File: config.mk
export PLATFORM = sky130hd
export DESIGN_NAME = sample_fifo
export DESIGN_NICKNAME = d
export VERILOG_FILES = /design/src/rtl/sample_fifo.sv
export SDC_FILE = /design/constraint.sdc
export NUM_CORES = 1
export LEC_CHECK = 0
export BUFFER_PORTS_ARGS = -buffer_cell sky130_fd_sc_hd__buf_2
export CORE_ASPECT_RATIO = 0.75
export CORE_MARGIN = 1
export CORE_UTILIZATION = 55
export DETAILED_ROUTE_END_ITERATION = 10
export PLACE_DENSITY = 0.79
export SYNTH_ARGS = -nofsm -noshare
export SYNTH_HDL_FRONTEND = slang
export SYNTH_SLANG_ARGS = --single-unit
File: constraint.sdc
create_clock -name clk -period 5.3 [get_ports clk]
set_clock_uncertainty 0.05 [all_clocks]
set_input_delay 0.53 -clock clk [delete_from_list [all_inputs] [get_ports clk]]
set_output_delay 0.53 -clock clk [all_outputs]
set_load 0.02 [all_outputs]
File: src/rtl/sample_fifo.sv
// sample_fifo: single-clock FIFO with registered read data, pop strobe and sticky overflow/underflow flags
module sample_fifo #(
  parameter int WIDTH = 3,
  parameter int DEPTH = 4
) (
  input  logic                     clk,
  input  logic                     reset,
  input  logic [WIDTH-1:0]         d_in,
  input  logic                     wr_en,
  input  logic                     rd_en,
  output logic [WIDTH-1:0]         d_out,
  output logic                     d_valid,
  output logic [$clog2(DEPTH):0]   count,
  output logic                     empty,
  output logic                     full,
  output logic                     overflow,
  output logic                     underflow
);
  localparam int AW = $clog2(DEPTH);
  localparam int CW = AW + 1;
  logic [WIDTH-1:0] mem [DEPTH];
  logic [AW-1:0]    wr_ptr, rd_ptr;
  logic             push, pop;
  assign empty = count == '0;
  assign full  = count == CW'(DEPTH);
  assign pop   = rd_en && !empty;
  assign push  = wr_en && (!full || pop);
  always_ff @(posedge clk)
    if (push && !reset) mem[wr_ptr] <= d_in;
  always_ff @(posedge clk or posedge reset)
    if (reset) begin
      wr_ptr    <= '0;
      rd_ptr    <= '0;
      d_out     <= '0;
      d_valid   <= 1'b0;
      count     <= '0;
      overflow  <= 1'b0;
      underflow <= 1'b0;
    end else begin
      if (push) wr_ptr <= wr_ptr + AW'(1);
      if (pop) begin
        rd_ptr <= rd_ptr + AW'(1);
        d_out  <= mem[rd_ptr];
      end
      d_valid   <= pop;
      count     <= (push && !pop) ? count + CW'(1) : (pop && !push) ? count - CW'(1) : count;
      overflow  <= overflow | (wr_en && !push);
      underflow <= underflow | (rd_en && empty);
    end
endmodule

==> summary.txt, run 1 <==
DRC violations left - 0
status - finished, final reports clean
Clk network pwr share - 0.122
sw frac - 0.3784
final antenna-violating net count - 0
Switch Pwr - 0.2538 mW
Detailed Route WL - 1617 µm
GPL Wtd Cong - 0.6696
CP dominant cell by count - inv_1
Buffers on Ports - 17
initial core utilization - 0.6112
CP max FO - 7
per-cell routed wire length - 14.18 µm
total of warnings raised by yosys - 0
via count - 580
CP max stage cell - dfrtp_1
layout cells sized above 1 - 0.3261
fill count - 120
crit path cell chain - nor4b_4 -> nand2b_4 -> inv_1 -> ha_1 -> inv_1 -> fa_1 -> mux2_2
via count of the first global-routing pass - 559
Tcrit/Tclk final - 0.4331
final setup TNS - 0 ns
internal power - 0.4169 mW
Setup Viol. Count Final - 0
fraction of registers with async set/reset - 0.5200
first-pass GRT wire length - 2704 µm
logic gate share of total power - 0.381
syn_nets - 85
Ant. Diodes - 0
H-tree Lvls - 1
clock insertion delay at the later pin of the skew report - 0.31 ns
cts repair resizes - 0
most common cell after layout, fill and taps aside - buf_2
die outline height - 40.79 µm
worst reg2reg path endpoint - count[1]
Core Box Area - 1805 µm²
Layout Area Growth over Synthesis - 12.13%
slowest cell delay on critical path - 0.52 ns
most frequent cells in the layout - 17 x buf_2, 13 x dfrtp_1, 12 x edfxtp_1, 10 x nand2_1
#FFs+latches synth - 25
I/O pin count - 18
worst r2r src - count[1]
antenna violations before repair - 0
Worst Path Required - 5.46 ns
Top delay family on crit path - simple AND/OR/NAND/NOR gates
Critical Path Stages - 7
CTS max path bufs - 2
CTS Buf Count - 3
worst r2r path cells - 7
Reg clk slew, reported paths - 0.12 ns
largest net degree at the start of global routing - 14
Crit Path Class - reg -> reg
r2r setup slk - 3.00 ns
DP Wirelength - 1311 µm
TritonRoute pass-1 iters - 3
Max-cap violations - 0
RSZ-0062 raised after global routing - no
clock sinks - 25
CTS tree - yes
WHS - 0.1749 ns
vias per inst - 5.088
max-slew violation total from the final report - 0
Syn Inst Count - 72
Max Freq - 435.7 MHz
crit start category - flip-flop
worst slew pin tran - 0.4861 ns
hold buffers post-CTS - 0
Rows - 13
register share of total power - 0.497
worst min path class - in -> async
CTS root buf - clkbuf_4
Die Wd - 53.73 µm
grt ovf - 0
sequential-to-total area share from yosys stat - 0.6213
WP data arrival - 2.46 ns
Tot GR Track Use - 0.1938
detailed router's first-iteration violation count - 8
Post-Syn Area per Cell - 15.33 µm²
worst path bufs/invs - 2
area of the mapped netlist - 1104 µm²
Setup crit end kind - flip-flop
static leakage - 0.5378 nW
Pwr per Cell Area - 542.0 nW/µm²
most common flop cell mapped by yosys - dfrtp_1
Yosys cell types - 22
min Tclk post-route - 2.295 ns
Post-synth EDFFs - 12
relative slew slack - 0.6756
Layout Nets - 106
setup repair bufs after CTS - 0
Die ar. - 2191 µm²
Hold Vio Cnt, Final - 0
IR drop worst, VDD - 403.5 µV
per-layer routing:
layer,share of wire,GRT usage,up-vias,routed length (µm)
met2,0.48,0.3025,10,775
met1,0.47,0.2651,283,762
met5,0,0,-,0
met4,0.0093,0.03947,0,15
met3,0.039,0.06667,2,63
li1,-,-,285,-
power by group through the flow:
stage	logic (mW)	clock network, mW	registers (mW)
2_1_floorplan	0.161	0	0.359
3_3_place_gp	0.249	0	0.335
3_5_place_dp	0.260	0	0.339
4_1_cts	0.261	0.0842	0.335
5_1_grt	0.283	0.0945	0.347
6_report	0.256	0.0817	0.333
registers in the layout, summed over array words and instances, names as in the netlist:
signal,cells
mem,12
d_valid,1
count,3
overflow,1
underflow,1
d_out,3
wr_ptr,2
rd_ptr,2
cells by family after synthesis:
family                     after synthesis  synth area share
DFF                                     25            0.6213
xor gates and xnor gates                 6           0.04762
adders and majority gates                6           0.07483
buffers and inverters                    7           0.02494
and+or+nand+nor                         20            0.1122
muxes                                    5           0.08502
AOI/OAI and AO/OA                        3           0.03402
Yosys cell counts, types with 2 or more instances:
| master | instances | area share |
|---|---|---|
| and2_1 | 4 | 0.023 |
| xor2_1 | 2 | 0.016 |
| mux4_2 | 3 | 0.061 |
| dfrtp_1 | 13 | 0.29 |
| xnor2_1 | 4 | 0.032 |
| nor3b_1 | 2 | 0.014 |
| inv_1 | 5 | 0.017 |
| ha_1 | 5 | 0.057 |
| nand2_1 | 10 | 0.034 |
| edfxtp_1 | 12 | 0.33 |
worst register-to-register path, delay by kind of cell, from the launching register on:
| family | cells | cell delay (ns) |
|---|---|---|
| fa+ha+maj | 2 | 0.60 |
| buf+inv | 2 | 0.12 |
| flops | 1 | 0.52 |
| mux | 1 | 0.28 |
| simple gates | 2 | 0.63 |
how the worst max path moves through the flow:
stage	start	to	slack [ns]
after floorplan	count[1]	count[1]	3.13
after global placement	rd_en	count[1]	3.03
after detailed placement	rd_en	count[1]	2.94
after CTS	count[0]	count[1]	3.01
after global routing	count[0]	count[1]	2.90
final	count[1]	count[1]	3.00
per-stage QoR:
stage | util | instances | area (µm²) | setup slack [ns] | power, mW
global placement | 0.6708 | 110 | 1211 | 3.028 | 0.5846
finish | 0.6854 | 114 | 1237 | 3.005 | 0.6707
detailed placement | 0.6708 | 110 | 1211 | 2.945 | 0.5991
CTS | 0.6854 | 114 | 1237 | 3.008 | 0.6800
floorplan | - | 72 | 1104 | 3.126 | 0.5200
global route | 0.6854 | 114 | 1237 | 2.899 | 0.7247
cell type report:
class,count,area [µm²],share of cell area
Timing Repair Buffer,17,85.08,0.06876
Clock buffer,4,26.28,0.02123
Inverter,6,22.52,0.01820
Tap cell,22,27.53,0.02224
Sequential cell,25,685.7,0.5541
Multi-Input combinational cell,40,390.4,0.3155
No activity file was read; power rests on OpenSTA's default activity.
==> run 2, diff against run 1 <==
ABC_AREA = 1   (was not set)
CORE_UTILIZATION = 49   (was 55)
PLACE_DENSITY = 0.74   (was 0.79)
clock period = 2.1 ns   (was 5.3 ns; I/O delays follow)
==> run 2 against run 1 <==
  * Utilization fell by 9.3 points
  * Maximum frequency rose by 16%
  * Wire length rose by 28%
  * Synthesized cell count rose by 71%
  * Power rose to 2.7 times the previous value
  * Clock power rose to 2.6 times the previous value
  * Sequential cell count did not move
  * Combinational power rose to 3.0 times the previous value
  * Die area rose by 21%
  * Cell count rose by 57%
  * Critical path type unchanged
  * Critical endpoint is now count[2]
==> summary.txt, run 2 <==
relative slew slack - 0.7865
clock sinks - 25
per-cell routed wire length - 11.59 µm
Regs by FF count - mem: 12 flops, count: 3 flops, d_out: 3 flops
static leakage - 0.7034 nW
crit start category - flip-flop
die outline height - 44.88 µm
Hold Vio Cnt, Final - 0
Setup Viol. Count Final - 0
worst min path class - in -> reg
Max Freq - 503.3 MHz
sequential-to-total area share from yosys stat - 0.5708
Layout Area Growth over Synthesis - 13.85%
Yosys top cell area share - 0.3000
grt ovf - 0
detailed router's first-iteration violation count - 37
cell accounting for the most synthesized area - edfxtp_1
via count of the first global-routing pass - 770
max FFs per register - 12
#FFs+latches synth - 25
setup repair bufs after CTS - 0
final setup TNS - 0 ns
Setup crit end kind - flip-flop
WP data arrival - 2.19 ns
most frequent cells after synthesis - 35 x nand2_1, 28 x inv_1, 13 x dfrtp_1
Yosys cell types - 19
Syn Inst Count - 123
most numerous cell in the Yosys netlist - nand2_1
max-slew violation total from the final report - 0
placed cell area - 1329 µm²
CTS Buf Count - 3
fraction of registers with async set/reset - 0.5200
post-route cell area - 1368 µm²
Tcrit/Tclk final - 0.9461
Detailed Route WL - 2075 µm
Rows - 15
total of warnings raised by yosys - 0
CP max FO - 8
Die ar. - 2656 µm²
H-tree Lvls - 1
vias per inst - 4.525
GPL Wtd Cong - 0.7277
worst slew pin tran - 0.3202 ns
Post-Syn Area per Cell - 9.765 µm²
CTS tree - yes
layout cells sized above 1 - 0.2069
Final Non-Filler Cells - 179
Post-synth EDFFs - 12
final antenna-violating net count - 0
via count - 810
first-pass GRT wire length - 3477 µm
TritonRoute pass-1 iters - 4
most common flop cell mapped by yosys - dfrtp_1
area of the mapped netlist - 1201 µm²
placed cells - 174
most common cell after layout, fill and taps aside - nand2_1
syn_nets - 136
Max-cap violations - 0
Buffers on Ports - 17
main area contributors after synthesis - edfxtp_1 30%, dfrtp_1 27%, nand2_1 11%
CTS root buf - clkbuf_4
Worst Path Required - 2.31 ns
min Tclk post-route - 1.987 ns
Layout Nets - 159
Ant. Diodes - 0
most frequent cells in the layout - 35 x nand2_1, 28 x inv_1, 17 x buf_2, 12 x edfxtp_1, 11 x dfrtp_1
RSZ-0062 raised after global routing - no
Core Box Area - 2308 µm²
Tot GR Track Use - 0.1850
most flop-heavy register - mem
DP Wirelength - 1587 µm
Reg clk slew, reported paths - 0.13 ns
initial core utilization - 0.5203
status - finished, final reports clean
Die Wd - 59.17 µm
clock insertion delay at the later pin of the skew report - 0.32 ns
fill count - 205
largest net degree at the start of global routing - 14
Crit Path Class - reg -> reg
Pwr per Cell Area - 1300 nW/µm²
CTS max path bufs - 2
antenna violations before repair - 0
DRC violations left - 0
I/O pin count - 18
IR drop worst, VDD - 583.2 µV
==> run 2: cell types whose count changed after synthesis, sizes merged, moves of 3 or more <==
cell | before | now
and2 | 4 | 0
inv | 6 | 30
mux4 | 3 | 0
nand2 | 10 | 37
nand3 | 0 | 11
nor2 | 1 | 5
==> run 2: metal layers <==
layer  wire (µm)  GRT usage
met5           0          0
met3          60    0.06017
met4          15    0.04286
met1         932     0.2358
met2        1066     0.3114
==> run 2: power by group <==
part	internal, mW	switching (mW)
Combinational	0.285	0.482
Clock	0.0743	0.139
Sequential	0.656	0.142
==> run 2: worst max-delay path, stage by stage (launching register included) <==
cell,delay [ns]
dfrtp_2,0.48
nor2_4,0.17
nand2_4,0.08
nand2_4,0.13
ha_1,0.19
inv_1,0.08
fa_1,0.39
inv_1,0.08
nand2_1,0.06
nand3_1,0.08
xor2_1,0.14
==> run 2: kinds of logic after synthesis <==
kind of cell,synth area share
and+or+nand+nor,0.2042
buffers and inverters,0.1042
DFF,0.5708
adders and majority gates,0.06875
xor gates and xnor gates,0.03542
AOI/OAI and AO/OA,0.01666
==> run 2: path summary, 6_finish.rpt <==
check / start / end / slack, ns / depth (start not counted)
worst max register to register: count[1] / count[2] / 0.11 / 10
worst min-delay path: d_in[2] / mem[1][2] / 0.07 / 1
max in group asynchronous: reset / count[1] / 1.44 / 4
worst max-delay path: count[1] / count[2] / 0.11 / 10
worst min register to register: d_out[0] / d_out[0] / 0.44 / 2
min in group asynchronous: reset / count[2] / 0.39 / 4
==> run 2: area by class of cell <==
cell class,count,area (µm²),area share
Sequential cell,25,688.2,0.5032
Tap cell,34,42.54,0.03111
Clock buffer,4,26.28,0.01921
Multi-Input combinational cell,67,390.4,0.2855
Inverter,30,117.6,0.08600
Timing Repair Buffer,19,102.6,0.07502
==> run 2: stage by stage <==
| stage | setup slack (ns) | utilization | hold slack [ns] | total power [mW] |
|---|---|---|---|---|
| final | 0.1133 | 0.5924 | 0.06740 | 1.778 |
| after global routing | 0.007047 | 0.5924 | 0.03281 | 1.926 |
| after CTS | 0.09000 | 0.5913 | 0.05583 | 1.785 |
| after detailed placement | 0.1080 | 0.5756 | 0.1935 | 1.572 |
| after global placement | 0.2037 | 0.5756 | 0.1870 | 1.528 |
| after floorplan | 0.1900 | - | 0.04527 | 1.362 |
==> run 2: repair_timing <==
item | 4_1_cts | 5_1_grt
endpoints found under the hold margin | 13 | 0
setup endpoints to repair | 0 | 1
resized for setup | 0 | 2
hold buffers | 1 | 0
